$ cat src/rtl/seg7_scan_display.sv
`default_nettype none
// ============================================================================
//  Module      : seg7_scan_display
//  Description : Time-multiplexed hex seven-segment driver with channel select,
//                per-frame value latching, leading-zero blanking and freeze.
//  Revision    : 1.0 - initial release
// ============================================================================
module seg7_scan_display #(
    parameter int DIGITS   = 8,
    parameter int CH       = 4,
    parameter int SEL_W    = 2,
    parameter int SCAN_DIV = 100000,
    parameter int DIV_W    = 17
) (
    input  logic                clk,
    input  logic                CPU_RESETN,
    input  logic [SEL_W-1:0]    sel,
    input  logic [CH*32-1:0]    ch_data,
    input  logic                freeze,
    input  logic                blank_lz,
    output logic [DIGITS-1:0]   an,
    output logic [6:0]          seg,
    output logic                dp,
    output logic [31:0]         disp_value
);

    localparam int               c_NSEL     = 1 << SEL_W;
    localparam logic [DIV_W-1:0] c_DIV_LAST = DIV_W'(SCAN_DIV - 1);
    localparam logic [2:0]       c_IDX_LAST = 3'(DIGITS - 1);

    logic [DIV_W-1:0]  r_div_cnt;
    logic [2:0]        r_digit_idx;
    logic [DIGITS-1:0] r_an;
    logic [6:0]        r_seg;
    logic              r_dp;
    logic [31:0]       r_disp_value;
    logic              r_load_pending;

    logic [31:0]       w_ch [c_NSEL];
    logic [c_NSEL-1:0] w_ch_valid;
    logic [31:0]       w_sel_data;
    logic              w_oor;
    logic              w_tick;
    logic              w_frame_end;
    logic              w_load;
    logic [2:0]        w_msd;
    logic              w_blank;
    logic [3:0]        w_nib;
    logic [6:0]        w_seg_on;
    logic [DIGITS-1:0] w_an_next;
    logic              w_dp_next;

    // Select slots beyond CH read as zero and are flagged out of range.
    genvar gi;
    generate
        for (gi = 0; gi < c_NSEL; gi++) begin : g_ch
            if (gi < CH) begin : g_used
                assign w_ch[gi]       = ch_data[32*gi +: 32];
                assign w_ch_valid[gi] = 1'b1;
            end else begin : g_unused
                assign w_ch[gi]       = 32'h0000_0000;
                assign w_ch_valid[gi] = 1'b0;
            end
        end
    endgenerate

    assign w_sel_data  = w_ch[sel];
    assign w_oor       = ~w_ch_valid[sel];

    assign w_tick      = (r_div_cnt == c_DIV_LAST);
    assign w_frame_end = w_tick && (r_digit_idx == c_IDX_LAST);
    assign w_load      = (w_frame_end || r_load_pending) && !freeze;

    // Highest non-zero nibble among the displayed digits only.
    always_comb begin
        w_msd = 3'd0;
        for (int k = 0; k < DIGITS; k++) begin
            if (r_disp_value[4*k +: 4] != 4'h0) begin
                w_msd = 3'(k);
            end
        end
    end

    assign w_blank = blank_lz && (r_digit_idx > w_msd);
    assign w_nib   = r_disp_value[{r_digit_idx, 2'b00} +: 4];

    always_comb begin
        w_an_next = '1;
        for (int k = 0; k < DIGITS; k++) begin
            if ((r_digit_idx == 3'(k)) && !w_blank) begin
                w_an_next[k] = 1'b0;
            end
        end
    end

    always_comb begin
        case (w_nib)
            4'h0:    w_seg_on = 7'h3F;
            4'h1:    w_seg_on = 7'h06;
            4'h2:    w_seg_on = 7'h5B;
            4'h3:    w_seg_on = 7'h4F;
            4'h4:    w_seg_on = 7'h66;
            4'h5:    w_seg_on = 7'h6D;
            4'h6:    w_seg_on = 7'h7D;
            4'h7:    w_seg_on = 7'h07;
            4'h8:    w_seg_on = 7'h7F;
            4'h9:    w_seg_on = 7'h6F;
            4'hA:    w_seg_on = 7'h77;
            4'hB:    w_seg_on = 7'h7C;
            4'hC:    w_seg_on = 7'h39;
            4'hD:    w_seg_on = 7'h5E;
            4'hE:    w_seg_on = 7'h79;
            default: w_seg_on = 7'h71;
        endcase
    end

    assign w_dp_next = !((freeze && (r_digit_idx == 3'd0)) || w_oor);

    // Outputs register the digit being left on each tick, so a reload at
    // frame end never mixes into the frame currently being shown.
    always_ff @(posedge clk) begin
        if (!CPU_RESETN) begin
            r_div_cnt      <= '0;
            r_digit_idx    <= 3'd0;
            r_an           <= '1;
            r_seg          <= 7'h7F;
            r_dp           <= 1'b1;
            r_disp_value   <= 32'h0000_0000;
            r_load_pending <= 1'b1;
        end else begin
            r_div_cnt <= w_tick ? '0 : r_div_cnt + 1'b1;
            if (w_tick) begin
                r_digit_idx <= (r_digit_idx == c_IDX_LAST) ? 3'd0 : r_digit_idx + 3'd1;
                r_an        <= w_an_next;
                r_seg       <= ~w_seg_on;
                r_dp        <= w_dp_next;
            end
            if (w_load) begin
                r_disp_value   <= w_sel_data;
                r_load_pending <= 1'b0;
            end
        end
    end

    assign an         = r_an;
    assign seg        = r_seg;
    assign dp         = r_dp;
    assign disp_value = r_disp_value;

endmodule
`default_nettype wire

$ cat config.mk
export PLATFORM = sky130hd
export DESIGN_NAME = seg7_scan_display
export DESIGN_NICKNAME = d
export VERILOG_FILES = /design/src/rtl/seg7_scan_display.sv
export SDC_FILE = /design/constraint.sdc
export NUM_CORES = 1
export LEC_CHECK = 0
export CORE_ASPECT_RATIO = 0.9
export CORE_MARGIN = 2
export CORE_UTILIZATION = 46
export CTS_CLUSTER_SIZE = 16
export DETAILED_ROUTE_END_ITERATION = 16
export PLACE_DENSITY = 0.88
export REMOVE_ABC_BUFFERS = 1
export SYNTH_ARGS = -nofsm -noshare
export SYNTH_HDL_FRONTEND = slang
export SYNTH_SLANG_ARGS = --single-unit
$ cat constraint.sdc
create_clock -name clk -period 6.2 [get_ports clk]
set_input_delay 0.93 -clock clk [delete_from_list [all_inputs] [get_ports clk]]
set_output_delay 0.93 -clock clk [all_outputs]
set_load 0.01 [all_outputs]
---- Yosys cells after proc, flatten, opt, wreduce, memory -nomap -nowiden ----
Memory sizes are Yosys's and may differ from the RTL's.
Index checks and enable logic that the tools add are counted.
storage, ports and cells
  flip-flop bits (word level) ............. 69
  latch bits .............................. 0
  input port bits ......................... 134
  memories ................................ 1
  ROM bits ................................ 112
  word-level logic and storage cells ...... 73
  output and inout bits ................... 48
  bits in writable memories ............... 0
memories
  memory           words  bits a word  rd ports  clocked after memory_dff  wr ports  RTL line  text
  (no name shown)  16     7            1         0                         0         97        case (w_nib)
cells by class
  multiply operators ...................... 0
  order comparisons ....................... 3
  add/subtract/negate cells ............... 2
  eq/ne operators ......................... 8
  reductions and logical operators ........ 26
  bitwise operators ....................... 4
  mux-type cells .......................... 21
  shift-type cells ........................ 1
  divide/modulo/power cells ............... 0
operator list
  kind                   number
  $bmux 32 s2            1
  $mux 32                2
  $shiftx 32x6->4        1
  $reduce_bool 4->1      7
  $mux 3                 7
  $add 17x1->17 const B  1
  $eq 17x17->1 const B   1
  $eq 3x3->1 const B     4
  $logic_and 1x1->1      12
  $mux 1                 10
  $not 7->7              1
  $eq 3x2->1 const B     2
  $add 3x1->3 const B    1
  $eq 3x1->1 const B     1
  $ge 3x3->1 const B     1
  $gt 3x3->1             1
  $logic_not 1->1        3
  $logic_not 3->1        1
  $lt 2x3->1 const B     1
  $not 2->3              1
  $bmux 1 s2             1
  $logic_or 1x1->1       2
  $not 1->1              2
  $reduce_or 2->1        1

---- Depth between registers and ports, before layout ----
  depth after elaboration ................. 13
  depth in mapped cells ................... 11

---- Worst setup path after synthesis ----
No wires, ideal clock.
  kind .................................... reg2reg
  from .................................... register r_digit_idx[2]
  to ...................................... register r_seg[3], in the netlist seg[3]
  setup slack ............................. 3733 ps
  required time ........................... 6061 ps
  arrival ................................. 2327 ps
  clock period less this slack ............ 2467 ps
  setup time .............................. 139 ps
  cell stages (with the launch flop) ...... 9
  path buffers ............................ 1
  cells stage by stage .................... dfxtp_1 clkbuf_1 mux4_2 mux2i_1 inv_1 ha_1 mux2_1 mux2i_1 o211ai_1
on the way
  cells in the longest elaborated chain, start to end .. 3
ends and longest elaborated chain
  item                      RTL line  text
  start: declaration        32        logic [2:0] r_digit_idx;
  start signal: assignment  133       r_digit_idx <= (r_digit_idx == c_IDX_LAST) ? 3'd0 : r_digit_idx + 3'd1;
  $shiftx 32x6->4           85        assign w_nib = r_disp_value[{r_digit_idx, 2'b00} +: 4];
  $mem_v2 16x7              -
  $not 7->7                 135       r_seg <= ~w_seg_on;
  end signal: assignment    135
  end: declaration          34        logic [6:0] r_seg;
Every way passes these cells.
A chain may end at the register's enable or synchronous reset.

---- Worst setup path in the final report ----
Same ends and word-level chain as after synthesis.

==> reports/qor.txt <==
Net Sw Power: 292 µW
Worst R2R Setup Slack: 3.35 ns
Cell area after synthesis: 4220 µm²
Cells after synthesis: 429
Status: finished clean
CP Class: flip-flop to flip-flop
WL/cell: 17.3 µm
Final ANT Viol Nets: 0
Largest net degree at the start of global routing: 76
Die width: 105 µm
Ant. Diodes: 0
Yosys top cell by area: dfxtp_1
CP bufs+invs: 1
Stages on the worst setup path: 7
Top_reg_cell synth: dfxtp_1
Clock Skew: 0.00822 ns
Port buffer count: 181
Hold EP: r_load_pending
Avg Cell Area, Syn: 9.83 µm²
Unrepaired setup endpoints after global routing: false
Via count: 4042
DRC viols: 0
Final GP Congestion: 0.781
Synth top area cells: dfxtp_1 (33%), mux4_2 (21%), o211ai_1 (6.1%)
FF-to-FF path depth: 7
Hold path start: r_load_pending
Startpoint Class: flip-flop
# hold bufs at CTS: 0
Dpl hpwl: 9560 µm
Clk slew on worst S/H paths: 0.07 ns
Hold crit path type: flip-flop to flip-flop
FMAX: 351 MHz
Number of synthesized flops with an enable pin: 0
CTS-repair resized insts: 0
Root Buffer: clkbuf_8
Core area: 9000 µm²
Global-route usage over all layers: 24.5%
Power per cell area: 190 nW/µm²
Critical path arrival: 3.04 ns
CP peak stage delay: 0.76 ns
First-pass GRT wire length: 19600 µm
Initial core utilization: 46.8%
Critical path required time: 6.39 ns
I/O Pins: 182
Worst vdd ir: 0.149 mV
Switching share of total power: 24.5%
Most frequent cells in the layout: clkdlybuf4s50_1 (178), dfxtp_1 (69), nand2_1 (56)
Leading cell type in the layout, fill and taps excluded: clkdlybuf4s50_1
Normalized max-slew margin: 18.5%
Vias in the first global route: 4132
Accumulated negative setup slack: 0 ns
Register area share after synthesis: 32.8%
LEAKAGE: 0.00229 µW
Yosys cell types: 43
Post-route non-filler standard cell count: 714
Synth top area share: 32.8%
Iteration count of the initial detailed-routing pass: 5
Vias/cell: 5.66
Final worst path period share: 45.9%
Worst-Skew Late Latency: 0.35 ns
Maxcap violations: 0
Antenna violations before repair: 0
Layout cells sized above 1: 11.5%
Final Routed Wirelength: 12300 µm
TritonCTS clock tree: done
FF-to-FF Start: r_digit_idx[2]
YS warnings: 0
Max-slew violation count: 0
Die Area: 9950 µm²
CP max stage cell: dfxtp_1
Hold Crit Depth: 2
Worst path top cell family by delay: multiplexers
Comb pwr share: 22.3%
DR iter-0 viols: 158
Tmin final: 2.85 ns
Fin. Hold Viols: 0
Final setup fails: 0
Reg power frac: 40.3%
Die height: 94.8 µm
Site Rows: 33
Type of destination of the critical path: flip-flop
Cell Chain, Critical Path: mux4_2 > mux2i_1 > inv_1 > ha_1 > mux2_1 > mux2i_1 > o211ai_1
Placed Instances: 698
Synthesized flop and latch total: 69
Post-CTS setup buffers: 0
Area Growth Syn to Fin: 49.2%
Crit-path most repeated cell: mux2i_1
Slew at the pin closest to its max-slew limit: 1.22 ns
Crit-path max FO: 16
Clock group share of total power: 37.4%
Asr flop ratio synth: 0%
FF-to-FF End: seg[3]
Max clock buf depth: 2
CTS HTree Levels: 3
CTS Buf Count: 9
# nets final: 737
Clock sink total: 69
Int Power: 901 µW
Total congestion overflow: 0
[power groups by stage]
stage / registers (µW) / logic, µW / clock network [µW]
after floorplan: 491 / 103 / 0
after global placement: 489 / 257 / 0
after detailed placement: 490 / 266 / 0
after CTS: 480 / 267 / 454
after global routing: 483 / 287 / 474
final: 481 / 266 / 447
[tightest hold or removal path, cell delays in order (launching register included)]
cell and delay [ns]:
dfxtp_1 0.31, nand2_1 0.05, nand2_1 0.04
[sequential cells by signal, indices dropped and copies added, names as in the netlist]
signal	cells
an	8
disp_value	32
dp	1
r_digit_idx	3
r_div_cnt	17
r_load_pending	1
seg	7
[kinds of logic (layout without fill, tap and decap cells)]
family | count (synthesis) | count (layout) | share of synthesized area, %
and+or+nand+nor | 138 | 138 | 15.0
xor gates and xnor gates | 15 | 15 | 3.12
adders and majority gates | 16 | 16 | 4.75
buffers and inverters | 49 | 212 | 4.51
muxes | 51 | 51 | 24.4
DFF | 69 | 69 | 32.8
AOI/OAI and AO/OA | 91 | 91 | 15.4
[worst max path at each step]
stage / from / to / slack, ns
2_1_floorplan: r_digit_idx[0] / disp_value[0] / 3.69
3_3_place_gp: sel[0] / disp_value[11] / 3.54
3_5_place_dp: r_digit_idx[1] / seg[3] / 3.39
4_1_cts: r_digit_idx[1] / seg[3] / 3.38
5_1_grt: r_digit_idx[1] / seg[3] / 3.22
6_report: r_digit_idx[2] / seg[3] / 3.35
[cell usage after synthesis (6+ instances only)]
| library cell | n |
|---|---|
| dfxtp_1 | 69 |
| a21oi_1 | 7 |
| xor2_1 | 8 |
| nand3_1 | 14 |
| o21ai_0 | 6 |
| nor2_1 | 34 |
| ha_1 | 16 |
| nand2_1 | 56 |
| clkbuf_1 | 28 |
| inv_1 | 12 |
| o31ai_1 | 32 |
| xnor2_1 | 7 |
| o211ai_1 | 34 |
| mux2i_1 | 7 |
| mux4_2 | 40 |
| nor4_1 | 9 |
[per-layer routing]
| layer | share of wire (%) | global-route usage (%) | vias up | routed length [µm] |
|---|---|---|---|---|
| met5 | 0 | 0 | - | 0 |
| met4 | 2.4 | 8.89 | 0 | 294 |
| met3 | 4.7 | 4.55 | 21 | 574 |
| met2 | 54 | 46.5 | 146 | 6620 |
| met1 | 39 | 27.5 | 1929 | 4840 |
| li1 | - | - | 1946 | - |
[per-stage QoR]
step	hold slack, ns	total power (µW)	area, µm²	utilization, %	worst slack, ns
after detailed placement	0.434	756	6040	67.1	3.39
after floorplan	0.421	594	4070	-	3.69
final	0.444	1190	6290	69.9	3.35
after global placement	0.434	747	6040	67.1	3.54
after CTS	0.445	1200	6290	69.9	3.38
after global routing	0.469	1240	6290	69.9	3.22
[cell type report]
type | instances | area [µm²]
Timing Repair Buffer | 184 | 1820
Tap cell | 122 | 153
Sequential cell | 69 | 1380
Multi-Input combinational cell | 311 | 2650
Fill cell | 675 | 2710
Clock inverter | 6 | 110
Clock buffer | 10 | 138
Inverter | 12 | 45.0
Power figures use the tool's default switching activity.
